`src/rtl/bounce_gen.sv`:
```
// Switch-bounce emulator: each change of the clean input level becomes a burst of
// 2*BOUNCES+1 toggles on out, then a 2^N-cycle settle period closed by a one-cycle tick.
// Define BOUNCE_GEN_FIXED_INTERVAL_EN for a fixed 2^(N-1)-cycle toggle spacing instead of LFSR spacing.
module bounce_gen #(
    parameter int unsigned N       = 2,
    parameter int unsigned BOUNCES = 3,
    parameter logic [7:0]  SEED    = 8'hA5
) (
    input  logic clk,
    input  logic reset,
    input  logic in,
    output logic out,
    output logic busy,
    output logic tick
);

    localparam int unsigned REM_W       = (BOUNCES == 0) ? 1 : $clog2(2 * BOUNCES + 1);
    localparam logic [REM_W-1:0] REM_INIT = REM_W'(2 * BOUNCES);
    localparam logic [N-1:0] SETTLE_LOAD = '1;
    localparam logic [7:0]  SEED_EFF    = (SEED == 8'h00) ? 8'h01 : SEED;

    typedef enum logic [1:0] {
        IDLE,
        BOUNCE,
        SETTLE
    } state_t;

    state_t           state, state_n;
    logic [N-1:0]     cnt, cnt_n;
    logic [REM_W-1:0] rem, rem_n;
    logic             target, target_n;
    logic             out_n;
    logic             busy_n;
    logic             tick_n;
    logic [7:0]       lfsr;
    logic             lfsr_fb;
    logic [N-1:0]     reload;

    // x^8+x^6+x^5+x^4+1; a non-zero seed keeps it out of the all-zero lock-up state
    assign lfsr_fb = lfsr[7] ^ lfsr[5] ^ lfsr[4] ^ lfsr[3];

`ifdef BOUNCE_GEN_FIXED_INTERVAL_EN
    localparam logic [N-1:0] FIXED_LOAD = N'((1 << (N - 1)) - 1);
    assign reload = FIXED_LOAD;
`else
    assign reload = lfsr[N-1:0];
`endif

    always_ff @(posedge clk or posedge reset) begin
        if (reset) begin
            state  <= IDLE;
            cnt    <= '0;
            rem    <= '0;
            target <= 1'b0;
            out    <= 1'b0;
            busy   <= 1'b0;
            tick   <= 1'b0;
            lfsr   <= SEED_EFF;
        end else begin
            state  <= state_n;
            cnt    <= cnt_n;
            rem    <= rem_n;
            target <= target_n;
            out    <= out_n;
            busy   <= busy_n;
            tick   <= tick_n;
            lfsr   <= {lfsr[6:0], lfsr_fb};
        end
    end

    always_comb begin
        state_n  = state;
        cnt_n    = cnt;
        rem_n    = rem;
        target_n = target;
        out_n    = out;
        tick_n   = 1'b0;

        case (state)
            IDLE: begin
                if (in != out) begin
                    target_n = in;
                    out_n    = ~out;
                    rem_n    = REM_INIT;
                    if (BOUNCES == 0) begin
                        cnt_n   = SETTLE_LOAD;
                        state_n = SETTLE;
                    end else begin
                        cnt_n   = reload;
                        state_n = BOUNCE;
                    end
                end
            end
            BOUNCE: begin
                if (cnt != '0) begin
                    cnt_n = cnt - N'(1);
                end else begin
                    rem_n = rem - REM_W'(1);
                    if (rem == REM_W'(1)) begin
                        // final toggle of an odd-length burst lands on the latched level
                        out_n   = target;
                        cnt_n   = SETTLE_LOAD;
                        state_n = SETTLE;
                    end else begin
                        out_n = ~out;
                        cnt_n = reload;
                    end
                end
            end
            SETTLE: begin
                if (cnt == '0) begin
                    state_n = IDLE;
                    tick_n  = 1'b1;
                end else begin
                    cnt_n = cnt - N'(1);
                end
            end
            default: begin
                state_n = IDLE;
            end
        endcase

        busy_n = (state_n != IDLE);
    end

endmodule
```
`config.mk`:
```
export PLATFORM = sky130hd
export DESIGN_NAME = bounce_gen
export DESIGN_NICKNAME = d
export VERILOG_FILES = /design/src/rtl/bounce_gen.sv
export SDC_FILE = /design/constraint.sdc
export NUM_CORES = 1
export LEC_CHECK = 0
export ABC_AREA = 1
export CAP_MARGIN = 25
export CELL_PAD_IN_SITES_DETAIL_PLACEMENT = 0
export CELL_PAD_IN_SITES_GLOBAL_PLACEMENT = 1
export CORE_MARGIN = 3
export CORE_UTILIZATION = 30
export CTS_BUF_LIST = sky130_fd_sc_hd__clkbuf_8 sky130_fd_sc_hd__clkbuf_16
export CTS_CLUSTER_DIAMETER = 60
export CTS_CLUSTER_SIZE = 12
export DETAILED_ROUTE_END_ITERATION = 16
export PLACE_DENSITY_LB_ADDON = 0.1
export SLEW_MARGIN = 25
export SYNTH_ARGS = -nofsm -noshare
export SYNTH_HDL_FRONTEND = slang
export SYNTH_SLANG_ARGS = --single-unit
```
`constraint.sdc`:
```
create_clock -name clk -period 1.2 [get_ports clk]
set_input_delay 0.24 -clock clk [delete_from_list [all_inputs] [get_ports clk]]
set_output_delay 0.24 -clock clk [all_outputs]
set_load 0.02 [all_outputs]
```
# --- Yosys cells after proc, flatten, opt, wreduce, memory -nomap -nowiden ---
# Cells that the tools add are included.
op_classes:
  reduce_logical: 9
  mux: 19
  n_bitwise: 4
  n_addsub: 2
  eq_ne: 7
op_table:
  columns: ["operator", "count"]
  rows:
  - ["2-bit two-way mux", 8]
  - ["2-bit one-hot mux with 3 select lines", 2]
  - ["3-bit two-way mux", 2]
  - ["2-bit inequality test, second input constant", 3]
  - ["3-bit one-hot mux with 2 select lines", 1]
  - ["3-bit AND reduction", 2]
  - ["2-bit nonzero test", 3]
  - ["1-bit two-way mux", 5]
  - ["2-bit zero test", 2]
  - ["3-bit by 1-bit == test with 1-bit output, second input constant", 1]
  - ["3-bit nonzero test", 1]
  - ["3-bit by 1-bit subtractor with 3-bit output, second input constant", 1]
  - ["1-bit bitwise XOR", 3]
  - ["2-bit by 1-bit == test with 1-bit output, second input constant", 1]
  - ["2-bit == test, second input constant", 1]
  - ["1-bit one-hot mux with 2 select lines", 1]
  - ["2-bit AND reduction", 1]
  - ["2-bit by 1-bit subtractor with 2-bit output, second input constant", 1]
  - ["1-bit inequality test", 1]
  - ["1-bit NOT", 1]
word_totals:
  wordCells: 49
  out_inout_bits: 3
  in_bits: 3
  ff_bits: 19

# --- Longest topological paths before layout ---
# Gate-level depths: netlist of the first run.
logic_depth:
  ltp_word: 5
  depth_mapped: 9
  ltp_nobuf: 9

# --- Worst setup path after synthesis of the first run ---
# Ideal clock, no wire load.
synth_path:
  kind: "flip-flop to flip-flop"
  from: "register state[1]"
  to: "register out"
  t_arrival_ns: 1.088
  required_ns: 1.074
  path_buffers: 0
  path_stages_with_launch: 8
  setup_time_ns: 0.126
  setup_slack_ns: -0.014
  synth_period_minus_slack_ns: 1.214
  cell_sequence: "dfrtp_1 > inv_1 > ha_1 > inv_1 > nor2_1 > o21ai_0 > nand2_1 > o21ai_0"
synth_via:
  elab_chain_len: 3
  elab_cells_between_ends: 7
  classes_between: "eq/ne (3); mux (1); reduce/logical (3)"
synth_rtl:
  columns: ["element", "line_no", "source"]
  rows:
  - ["start: declaration", "28", "state_t state, state_n;"]
  - ["start signal: assignment", "60", "state <= state_n;"]
  - ["2-bit by 1-bit == test with 1-bit output / 2-bit zero test (equally long branches)", "79", "case (state)"]
  - ["2-bit inequality test (no source line) / 2-bit nonzero test (equally long branches)", null, null]
  - ["3-bit AND reduction (no source line)", null, null]
  - ["end signal: assignment", "64", "out <= out_n;"]
  - ["end: declaration", "12", "output logic out,"]
# Parallel ways exist; a longest one is shown, timed or not.
# A chain may end at the register's enable or synchronous reset.

# --- Final worst setup path of the first run ---
layout_path:
  from: "register state[1]"
  to: "register cnt[0]"
layout_via:
  elab_chain_len: 3
  elab_cells_between_ends: 8
  classes_between: "eq/ne (4); mux (1); reduce/logical (3)"
layout_rtl:
  columns: ["element", "line_no", "source"]
  rows:
  - ["2-bit == test, or another cell as far along", "79", null]
  - ["2-bit inequality test (no source line) / 3-bit nonzero test (equally long branches)", null, null]
  - ["3-bit AND reduction (no source line)", null, null]
  - ["end signal: assignment", "61", "cnt <= cnt_n;"]
  - ["end: declaration", "29", "logic [N-1:0] cnt, cnt_n;"]
# Parallel ways exist; a longest one is shown, timed or not.

==> Implementation_results.wiki, run 1 <==
{| class="wikitable"
! Metric !! Value
|-
| Maxcap violations || 0
|-
| Final standard cell utilization of the core || 46.01%
|-
| Placement Rows || 19
|-
| Shortest period the worst path allows || 1.289 ns
|-
| TritonCTS clock tree || done
|-
| Headroom to the max-slew limit || 86.09%
|-
| Starting density of the core || 32.50%
|-
| Layout-stage area growth over the synthesis result || 41.57%
|-
| Aggregate global routing overflow || 0
|-
| Port Buffers || 5
|-
| Final cell count without fillers || 161
|-
| Unrepaired setup endpoints after global routing || yes
|-
| Most common cell after layout, fill and taps aside || nand2_1
|-
| Yosys reg bits || 19
|-
| H-tree levels || 1
|-
| Root buffer cell || clkbuf_8
|-
| FILL cells || 292
|-
| Max-slew violations || 0
|-
| Maximum number of pins on one net before global-route repair || 20
|-
| Library cell with the largest summed area after synthesis || dfrtp_1
|-
| Highest ir drop seen on vdd || 0.9592 mV
|-
| Die Y || 61.59 um
|-
| Netlist area before placement || 927.1 um2
|-
| Starting DRT DRC Count || 21
|-
| Drc violations || 0
|-
| Critical path data required time || 1.38 ns
|-
| Cell family contributing the most delay on the critical path || flip-flops
|-
| Hold bufs inserted after CTS || 0
|-
| LEAKAGE || 0.6977 nW
|-
| Proportion of layout cells with a drive suffix above 1 || 39.23%
|-
| Max Clk Rate || 776.1 MHz
|-
| Type of element launching the critical path || flip-flop
|-
| Global-route wire length before repair || 2.904 mm
|-
| Antenna diode count || 0
|-
| Total power density per cell area || 2500 mW/mm2
|-
| Endpoint arrival time on the critical path || 1.47 ns
|-
| Boundary pin count || 6
|-
| Area of combinational cells with multiple inputs || 481.7 um2
|-
| Leading cell types in the layout, fill and taps excluded || nand2_1 (22), inv_1 (19), dfrtp_1 (15)
|-
| Portion of the post-synthesis area used by sequential elements || 51.82%
|-
| RD Place Congestion || 0.7625
|-
| Post-layout worst setup margin || -0.08858 ns
|-
| Sequence of cells on the critical path || inv_2 > ha_4 > nand2_4 > inv_4 > nand2_4 > nand2_1 > nand2_1 > a21oi_2
|-
| Gate count of the mapped netlist || 106
|-
| Clock tree sinks || 19
|-
| Failing checks || negative setup slack
|-
| HPWL after detailed placement || 1.266 mm
|-
| Net count after synthesis || 116
|-
| Hold crit path type || input pin to asynchronous set/reset pin
|-
| Final hold violation count || 0
|-
| Number of clock buffers inserted by TritonCTS || 3
|-
| Sequential cell area || 480.5 um2
|-
| Critical path buffer and inverter count || 2
|-
| Startpoint-to-endpoint class of the critical path || flip-flop to flip-flop
|-
| Crit path capture type || flip-flop
|-
| CP max stage delay || 0.43 ns
|-
| Global Route Usage Sum || 10.70%
|-
| Average wire per cell in the routed design || 11.12 um
|-
| Final Total Pwr || 0.003282 W
|-
| Vias in the first global route || 670
|-
| Number of nets in the layout || 141
|-
| Floorplan die width || 61.59 um
|-
| Synth top area share || 40.49%
|-
| Worst skew pair latency || 0.25 ns
|-
| Antenna violations before repair || 0
|-
| Worst-path cell with the longest stage delay || dfrtp_1
|-
| Result of the run || finished, violations left
|-
| Core region area || 0.002853 mm2
|-
| Aggregate routed wire length || 1.790 mm
|-
| Tcrit/Tclk final || 107.4%
|-
| Clk slew on worst S/H paths || 0.07 ns
|-
| Buffer depth of the longest clock path || 2
|-
| Routed via count divided by cell count || 4.391
|-
| ANT nets after route || 0
|-
| Critical Path Fanout Max || 5
|-
| Transition at the pin with the smallest max-transition slack || 0.2094 ns
|-
| Die area || 0.003793 mm2
|-
| Clock skew || 0.005840 ns
|-
| Number of cells in the design after placement || 156
|-
| DRT Pass-1 Iters || 4
|-
| Synthesized area per cell || 8.747 um2
|-
| Number of distinct library cells after synthesis || 18
|-
| Dpl ws || -0.2190 ns
|-
| Number of synthesis warnings || 0
|-
| Final setup vio count || 9
|-
| Total number of vias || 707
|-
| Leading post-synthesis cells by cell area || dfrtp_1 (40%), dfstp_2 (11%), nand2_1 (11%), ha_1 (9.4%), inv_1 (8.1%)
|}
-- stage by stage --
step | TNS (ns) | instance area (um2) | hold WS [ns]
finish | -0.6065 | 1313 | 0.3032
global route | -1.595 | 1313 | 0.3044
CTS | -0.6832 | 1226 | 0.2983
detailed placement | -1.699 | 1139 | 0.3394
global placement | -1.485 | 1139 | 0.3402
floorplan | 0 | 932.1 | 0.1882
-- Yosys cell counts, drive strengths merged --
| cell type | instances |
|---|---|
| a21oi | 4 |
| xnor2 | 2 |
| inv | 21 |
| o21ai | 7 |
| nand2 | 30 |
| xor2 | 1 |
| nor2 | 4 |
| nand3 | 6 |
| clkinv | 1 |
| or2 | 1 |
| a21boi | 2 |
| dfstp | 4 |
| dfrtp | 15 |
| ha | 7 |
| nand4 | 1 |
-- logic make-up (layout without fill, tap and decap cells) --
kind of cell	Yosys count	count (layout)	share of synthesized area (%)
adders and majority gates	7	7	9.446
xor gates and xnor gates	3	3	2.835
buffers and inverters	22	46	8.906
and+or+nand+nor	42	42	19.43
AOI/OAI and AO/OA	13	13	7.557
DFF	19	19	51.82
-- registers in the layout (all words and copies together) (netlist names) --
| signal | flops |
|---|---|
| target | 1 |
| tick | 1 |
| rem | 3 |
| state | 2 |
| busy | 1 |
| out | 1 |
| cnt | 2 |
| lfsr | 8 |
-- worst paths after layout --
kind	start	end	slack [ns]	cells past startpoint
max in group asynchronous	reset	lfsr[5]	0.68	3
max reg2reg	state[1]	cnt[0]	-0.09	8
min reg2reg	lfsr[6]	lfsr[7]	0.36	0
max	state[1]	cnt[0]	-0.09	8
min	reset	busy	0.30	3
min in group clk	lfsr[6]	lfsr[7]	0.36	0
-- metal layers --
layer  global-route usage, %  part of all wire [%]
met4                   2.727                  0.61
met2                   16.44                    49
met1                   13.94                    48
met5                       0                     0
met3                   4.403                   2.5
-- area by class of cell --
| class | instances | share of cell area, % |
|---|---|---|
| multi-input cells | 65 | 36.70 |
| flip-flops and latches | 19 | 36.61 |
| repair buffers | 20 | 13.82 |
| inverters | 22 | 6.482 |
| clock buffers | 3 | 3.146 |
| well taps | 31 | 2.955 |
| clock inverters | 1 | 0.2860 |
-- report_power, final --
group	switching, W	total [W]	internal [W]
Sequential	0.0000741	0.000885	0.000811
Combinational	0.00105	0.00197	0.000916
Clock	0.000202	0.000429	0.000227
-- tightest hold or removal path, cell delays in order --
cell,delay [ns]
clkdlybuf4s50_1,0.40
inv_1,0.09
buf_12,0.16
-- what timing repair did --
action | in CTS | in global routing
endpoints found under the hold margin | 0 | 0
setup buffers | 1 | 0
setup endpoints to repair | 13 | 12
resized for setup | 15 | 29
pin swaps | 1 | 9
Note: power is estimated with default switching activity, not from simulation.
==> run 2: changes to the inputs <==
- CELL_PAD_IN_SITES_DETAIL_PLACEMENT: 0 -> unset
- CELL_PAD_IN_SITES_GLOBAL_PLACEMENT: 1 -> unset
- PLACE_DENSITY_LB_ADDON: 0.1 -> unset
==> run 2 against run 1 <==
  * The flow still finishes with violations (negative setup slack)
  * Global-route usage is 0.59 points higher
  * Hold slack worse by 0.074 ns
  * Largest cell class unchanged
  * First-iteration DRC count is 19% lower
  * Routed wire length is 6.8% higher
  * Power is 3.3% higher
  * Clock skew is 0.0049 ns lower
  * Setup slack worse by 0.059 ns
==> Implementation_results.wiki, run 2 (synthesis results as in run 1) <==
{| class="wikitable"
! Metric !! Value
|-
| Clock tree sinks || 19
|-
| TritonCTS clock tree || done
|-
| Core region area || 0.002853 mm2
|-
| Register with the most flip-flops || lfsr
|-
| Transition at the pin with the smallest max-transition slack || 0.3063 ns
|-
| Regs by FF count || lfsr x8, rem x3
|-
| Total power density per cell area || 2534 mW/mm2
|-
| Die area || 0.003793 mm2
|-
| Dpl ws || -0.2121 ns
|-
| Tcrit/Tclk final || 112.3%
|-
| Buffer depth of the longest clock path || 2
|-
| Highest metal layer with signal wires || met4
|-
| Result of the run || finished, violations left
|-
| Endpoint arrival time on the critical path || 1.49 ns
|-
| Failing checks || negative setup slack
|-
| Cell family contributing the most delay on the critical path || flip-flops
|-
| Clk slew on worst S/H paths || 0.06 ns
|-
| Leading cell types in the layout, fill and taps excluded || nand2_1 (24), inv_1 (17), dfrtp_1 (15)
|-
| Global Route Usage Sum || 11.28%
|-
| DRT Pass-1 Iters || 3
|-
| Sequence of cells on the critical path || buf_6 > buf_4 > ha_4 > nor2_4 > nand2_2 > nor2_2 > a21oi_2
|-
| Total number of vias || 736
|-
| Antenna violations before repair || 0
|-
| Shortest period the worst path allows || 1.347 ns
|-
| Global-route wire length before repair || 3.056 mm
|-
| Final hold violation count || 0
|-
| Maximum number of pins on one net before global-route repair || 11
|-
| Aggregate global routing overflow || 0
|-
| Placement Rows || 19
|-
| Proportion of layout cells with a drive suffix above 1 || 39.39%
|-
| Antenna diode count || 0
|-
| Drc violations || 0
|-
| Routed via count divided by cell count || 4.515
|-
| HPWL after detailed placement || 1.238 mm
|-
| Critical path data required time || 1.34 ns
|-
| RD Place Congestion || 0.8919
|-
| Number of clock buffers inserted by TritonCTS || 3
|-
| Most common cell after layout, fill and taps aside || nand2_1
|-
| Vias in the first global route || 740
|-
| Hold crit path type || input pin to asynchronous set/reset pin
|-
| Highest ir drop seen on vdd || 0.9043 mV
|-
| Critical Path Fanout Max || 3
|-
| Die Y || 61.59 um
|-
| Slack of the worst reg-to-reg path || -0.15 ns
|-
| Clock skew || 0.0009727 ns
|-
| LEAKAGE || 0.6985 nW
|-
| Layout-stage area growth over the synthesis result || 44.26%
|-
| End of the worst register-to-register path || cnt[1]
|-
| Detailed-routed wire length on met3 || 53 um
|-
| Critical path buffer and inverter count || 2
|-
| Worst skew pair latency || 0.25 ns
|-
| Max Clk Rate || 742.2 MHz
|-
| Startpoint-to-endpoint class of the critical path || flip-flop to flip-flop
|-
| Port Buffers || 5
|-
| Boundary pin count || 6
|-
| Final cell count without fillers || 163
|-
| Maxcap violations || 0
|-
| Length of routed wiring on met1 || 828 um
|-
| Worst-path cell with the longest stage delay || dfrtp_1
|-
| Floorplan die width || 61.59 um
|-
| Number of nets in the layout || 143
|-
| Crit path capture type || flip-flop
|-
| Root buffer cell || clkbuf_8
|-
| ANT nets after route || 0
|-
| Starting DRT DRC Count || 17
|-
| Number of cells in the design after placement || 152
|-
| Startpoint of the worst register-to-register path || state[1]
|-
| Length in cells of the worst reg-to-reg path || 7
|-
| Flip-flop count of the largest register after layout || 8
|-
| Final setup vio count || 9
|-
| Starting density of the core || 32.50%
|-
| Headroom to the max-slew limit || 79.56%
|-
| CP max stage delay || 0.40 ns
|-
| Post-layout worst setup margin || -0.1474 ns
|-
| Unrepaired setup endpoints after global routing || yes
|-
| Type of element launching the critical path || flip-flop
|-
| H-tree levels || 1
|-
| Average wire per cell in the routed design || 11.73 um
|-
| Max-slew violations || 0
|-
| Aggregate routed wire length || 1.912 mm
|-
| Met2 WL || 956 um
|}
## run 2: worst max-delay path by stage
stage                        start      to  cells after the start
after floorplan           state[0]  rem[2]                      7
after CTS                 state[1]  cnt[1]                      8
after detailed placement        in     out                      8
after global placement          in  rem[1]                      8
final                     state[1]  cnt[1]                      7
after global routing      state[0]  rem[1]                      8
## run 2: layout make-up
class,count,area [um2]
well taps,31,38.79
inverters,22,90.09
multi-input cells,65,491.7
clock buffers,3,41.29
repair buffers,22,191.4
fillers,251,1515
clock inverters,1,3.754
flip-flops and latches,19,480.5
## run 2: power breakdown
part           leakage (nW)  internal (W)  switching, W
Clock                0.0269      0.000227      0.000194
Sequential            0.235      0.000812     0.0000879
Combinational         0.437      0.000966       0.00110
Total                 0.698       0.00200       0.00139
## run 2: repair_timing
action                     CTS  global route
gates resized for setup     37            11
hold buffers                 0             0
setup buffers                4             3
pin swaps                   16            13
setup endpoints to repair   12            10
## run 2: per-layer routing
layer / GRT usage, % / up-vias
met3: 4.612 / 8
met2: 17.94 / 10
met1: 11.97 / 345
met4: 8.182 / 0
li1: - / 373
met5: 0 / -
## run 2: stage by stage
stage / TNS, ns / total power (W) / cell area, um2 / hold WS [ns] / utilization, %
after global routing: -1.469 / 0.003694 / 1338 / 0.2526 / 46.89
final: -0.7090 / 0.003390 / 1338 / 0.2295 / 46.89
after CTS: -0.4680 / 0.003145 / 1274 / 0.2342 / 44.65
after global placement: -1.243 / 0.002252 / 1096 / 0.3366 / 38.42
after floorplan: 0 / 0.001814 / 932.1 / 0.1882 / -
after detailed placement: -1.606 / 0.002289 / 1096 / 0.3463 / 38.42
==> run 3: changes to the inputs <==
- CORE_MARGIN: 3 -> unset
==> run 3 against run 2 <==
  * Die area down 13%
  * Non-clock buffer count up 2
  * Largest power group unchanged
  * The flow still finishes with violations (negative setup slack)
  * Critical path type unchanged
  * First-iteration DRC count up 12%
  * Register-to-register slack better by 0.02 ns
  * Power down 2.3%
==> Implementation_results.wiki, run 3 (synthesis results as in run 1) <==
{| class="wikitable"
! Metric !! Value
|-
| Result of the run || finished, violations left
|-
| Failing checks || negative setup slack
|-
| Final hold violation count || 0
|-
| Startpoint-to-endpoint class of the critical path || flip-flop to flip-flop
|-
| Maximum number of pins on one net before global-route repair || 12
|-
| Starting density of the core || 32.50%
|-
| HPWL after detailed placement || 1.169 mm
|-
| Crit path capture type || flip-flop
|-
| Routed via count divided by cell count || 4.533
|-
| Highest ir drop seen on vdd || 0.6828 mV
|-
| Layout-stage area growth over the synthesis result || 44.40%
|-
| Critical Path Fanout Max || 3
|-
| FILL cells || 265
|-
| Starting DRT DRC Count || 19
|-
| Dpl ws || -0.2063 ns
|-
| Floorplan die width || 57.59 um
|-
| Die Y || 57.59 um
|-
| Core region area || 0.002853 mm2
|-
| Maxcap violations || 0
|-
| Vias in the first global route || 719
|-
| Shortest period the worst path allows || 1.326 ns
|-
| Headroom to the max-slew limit || 81.03%
|-
| Antenna violations before repair || 0
|-
| Endpoint arrival time on the critical path || 1.47 ns
|-
| Aggregate routed wire length || 1.892 mm
|-
| Clock tree sinks || 19
|-
| LEAKAGE || 0.6926 nW
|-
| Total power density per cell area || 2473 mW/mm2
|-
| Flip-flop count of the largest register after layout || 8
|-
| Worst skew pair latency || 0.26 ns
|-
| Final setup vio count || 9
|-
| Tcrit/Tclk final || 110.5%
|-
| Leading cell types in the layout, fill and taps excluded || nand2_1 (22), buf_4 (17), inv_1 (15)
|-
| ANT nets after route || 0
|-
| H-tree levels || 1
|-
| Die area || 0.003317 mm2
|-
| Buffer depth of the longest clock path || 2
|-
| TritonCTS clock tree || done
|-
| Critical path data required time || 1.35 ns
|-
| Global-route wire length before repair || 3.208 mm
|-
| Hold WS || 0.2082 ns
|-
| Number of clock buffers inserted by TritonCTS || 3
|-
| Aggregate global routing overflow || 0
|-
| Clk slew on worst S/H paths || 0.07 ns
|-
| RD Place Congestion || 0.8045
|-
| Total number of vias || 748
|-
| Average wire per cell in the routed design || 11.47 um
|-
| Unrepaired setup endpoints after global routing || yes
|-
| Drc violations || 0
|-
| Proportion of layout cells with a drive suffix above 1 || 44.78%
|-
| DRT Pass-1 Iters || 4
|-
| Transition at the pin with the smallest max-transition slack || 0.2843 ns
|-
| Post-layout worst setup margin || -0.1259 ns
|-
| Max Clk Rate || 754.2 MHz
|-
| Type of element launching the critical path || flip-flop
|-
| Root buffer cell || clkbuf_8
|-
| Boundary pin count || 6
|-
| Number of nets in the layout || 145
|-
| Global Route Usage Sum || 13.09%
|-
| Placement Rows || 19
|-
| Register with the most flip-flops || lfsr
|-
| Antenna diode count || 0
|-
| Hold crit path type || input pin to asynchronous set/reset pin
|-
| Clock skew || 0.007278 ns
|-
| Port Buffers || 5
|-
| Max-slew violations || 0
|-
| Most common cell after layout, fill and taps aside || nand2_1
|-
| Regs by FF count || lfsr x8, rem x3
|}
[run 3: final cells by class]
type / count / area, um2 / share of cell area (%)
inverters: 22 / 86.33 / 6.449
clock buffers: 3 / 41.29 / 3.084
well taps: 31 / 38.79 / 2.897
flip-flops and latches: 19 / 481.7 / 35.98
repair buffers: 24 / 193.9 / 14.49
clock inverters: 1 / 5.005 / 0.3738
multi-input cells: 65 / 491.7 / 36.73
[run 3: final timing paths]
kind	start	end	slack, ns	cells past startpoint
max	state[1]	cnt[0]	-0.13	6
min	reset	lfsr[4]	0.21	2
min in group clk	lfsr[6]	lfsr[7]	0.36	0
max reg2reg	state[1]	cnt[0]	-0.13	6
min reg2reg	lfsr[6]	lfsr[7]	0.36	0
max in group asynchronous	reset	state[1]	0.59	3
[run 3: metrics by stage]
step / utilization, % / std cells / power, W / TNS, ns / area, um2
after floorplan: - / 106 / 0.001814 / 0 / 932.1
after CTS: 44.69 / 162 / 0.003090 / -0.4394 / 1275
final: 46.93 / 165 / 0.003311 / -0.6750 / 1339
after global routing: 46.93 / 165 / 0.003594 / -1.289 / 1339
after global placement: 38.42 / 152 / 0.002251 / -1.243 / 1096
after detailed placement: 38.42 / 152 / 0.002273 / -1.539 / 1096
[run 3: what timing repair did]
item                       CTS  global route
hold buffers                 0             0
gates resized for setup     30            17
pin swaps                    5            11
setup buffers                6             3
setup endpoints to repair   12            12
[run 3: routing by layer]
metal | up-vias | track usage (%) | wire (um)
met5 | - | 0 | 0
met2 | 12 | 21.26 | 964
li1 | 380 | - | -
met4 | 0 | 6.272 | 39
met1 | 352 | 15.69 | 827
met3 | 4 | 4.082 | 61
[run 3: critical path, stage by stage (launching register included)]
cell,delay (ns)
dfrtp_2,0.47
buf_6,0.14
ha_4,0.16
nor2_4,0.14
nand2_2,0.07
nor2_1,0.15
a21oi_2,0.08
[run 3: where the power goes]
group          total [W]  internal [W]  switching, W
combinational    0.00196      0.000906       0.00106
clock           0.000445      0.000231      0.000214
sequential      0.000902      0.000812     0.0000897
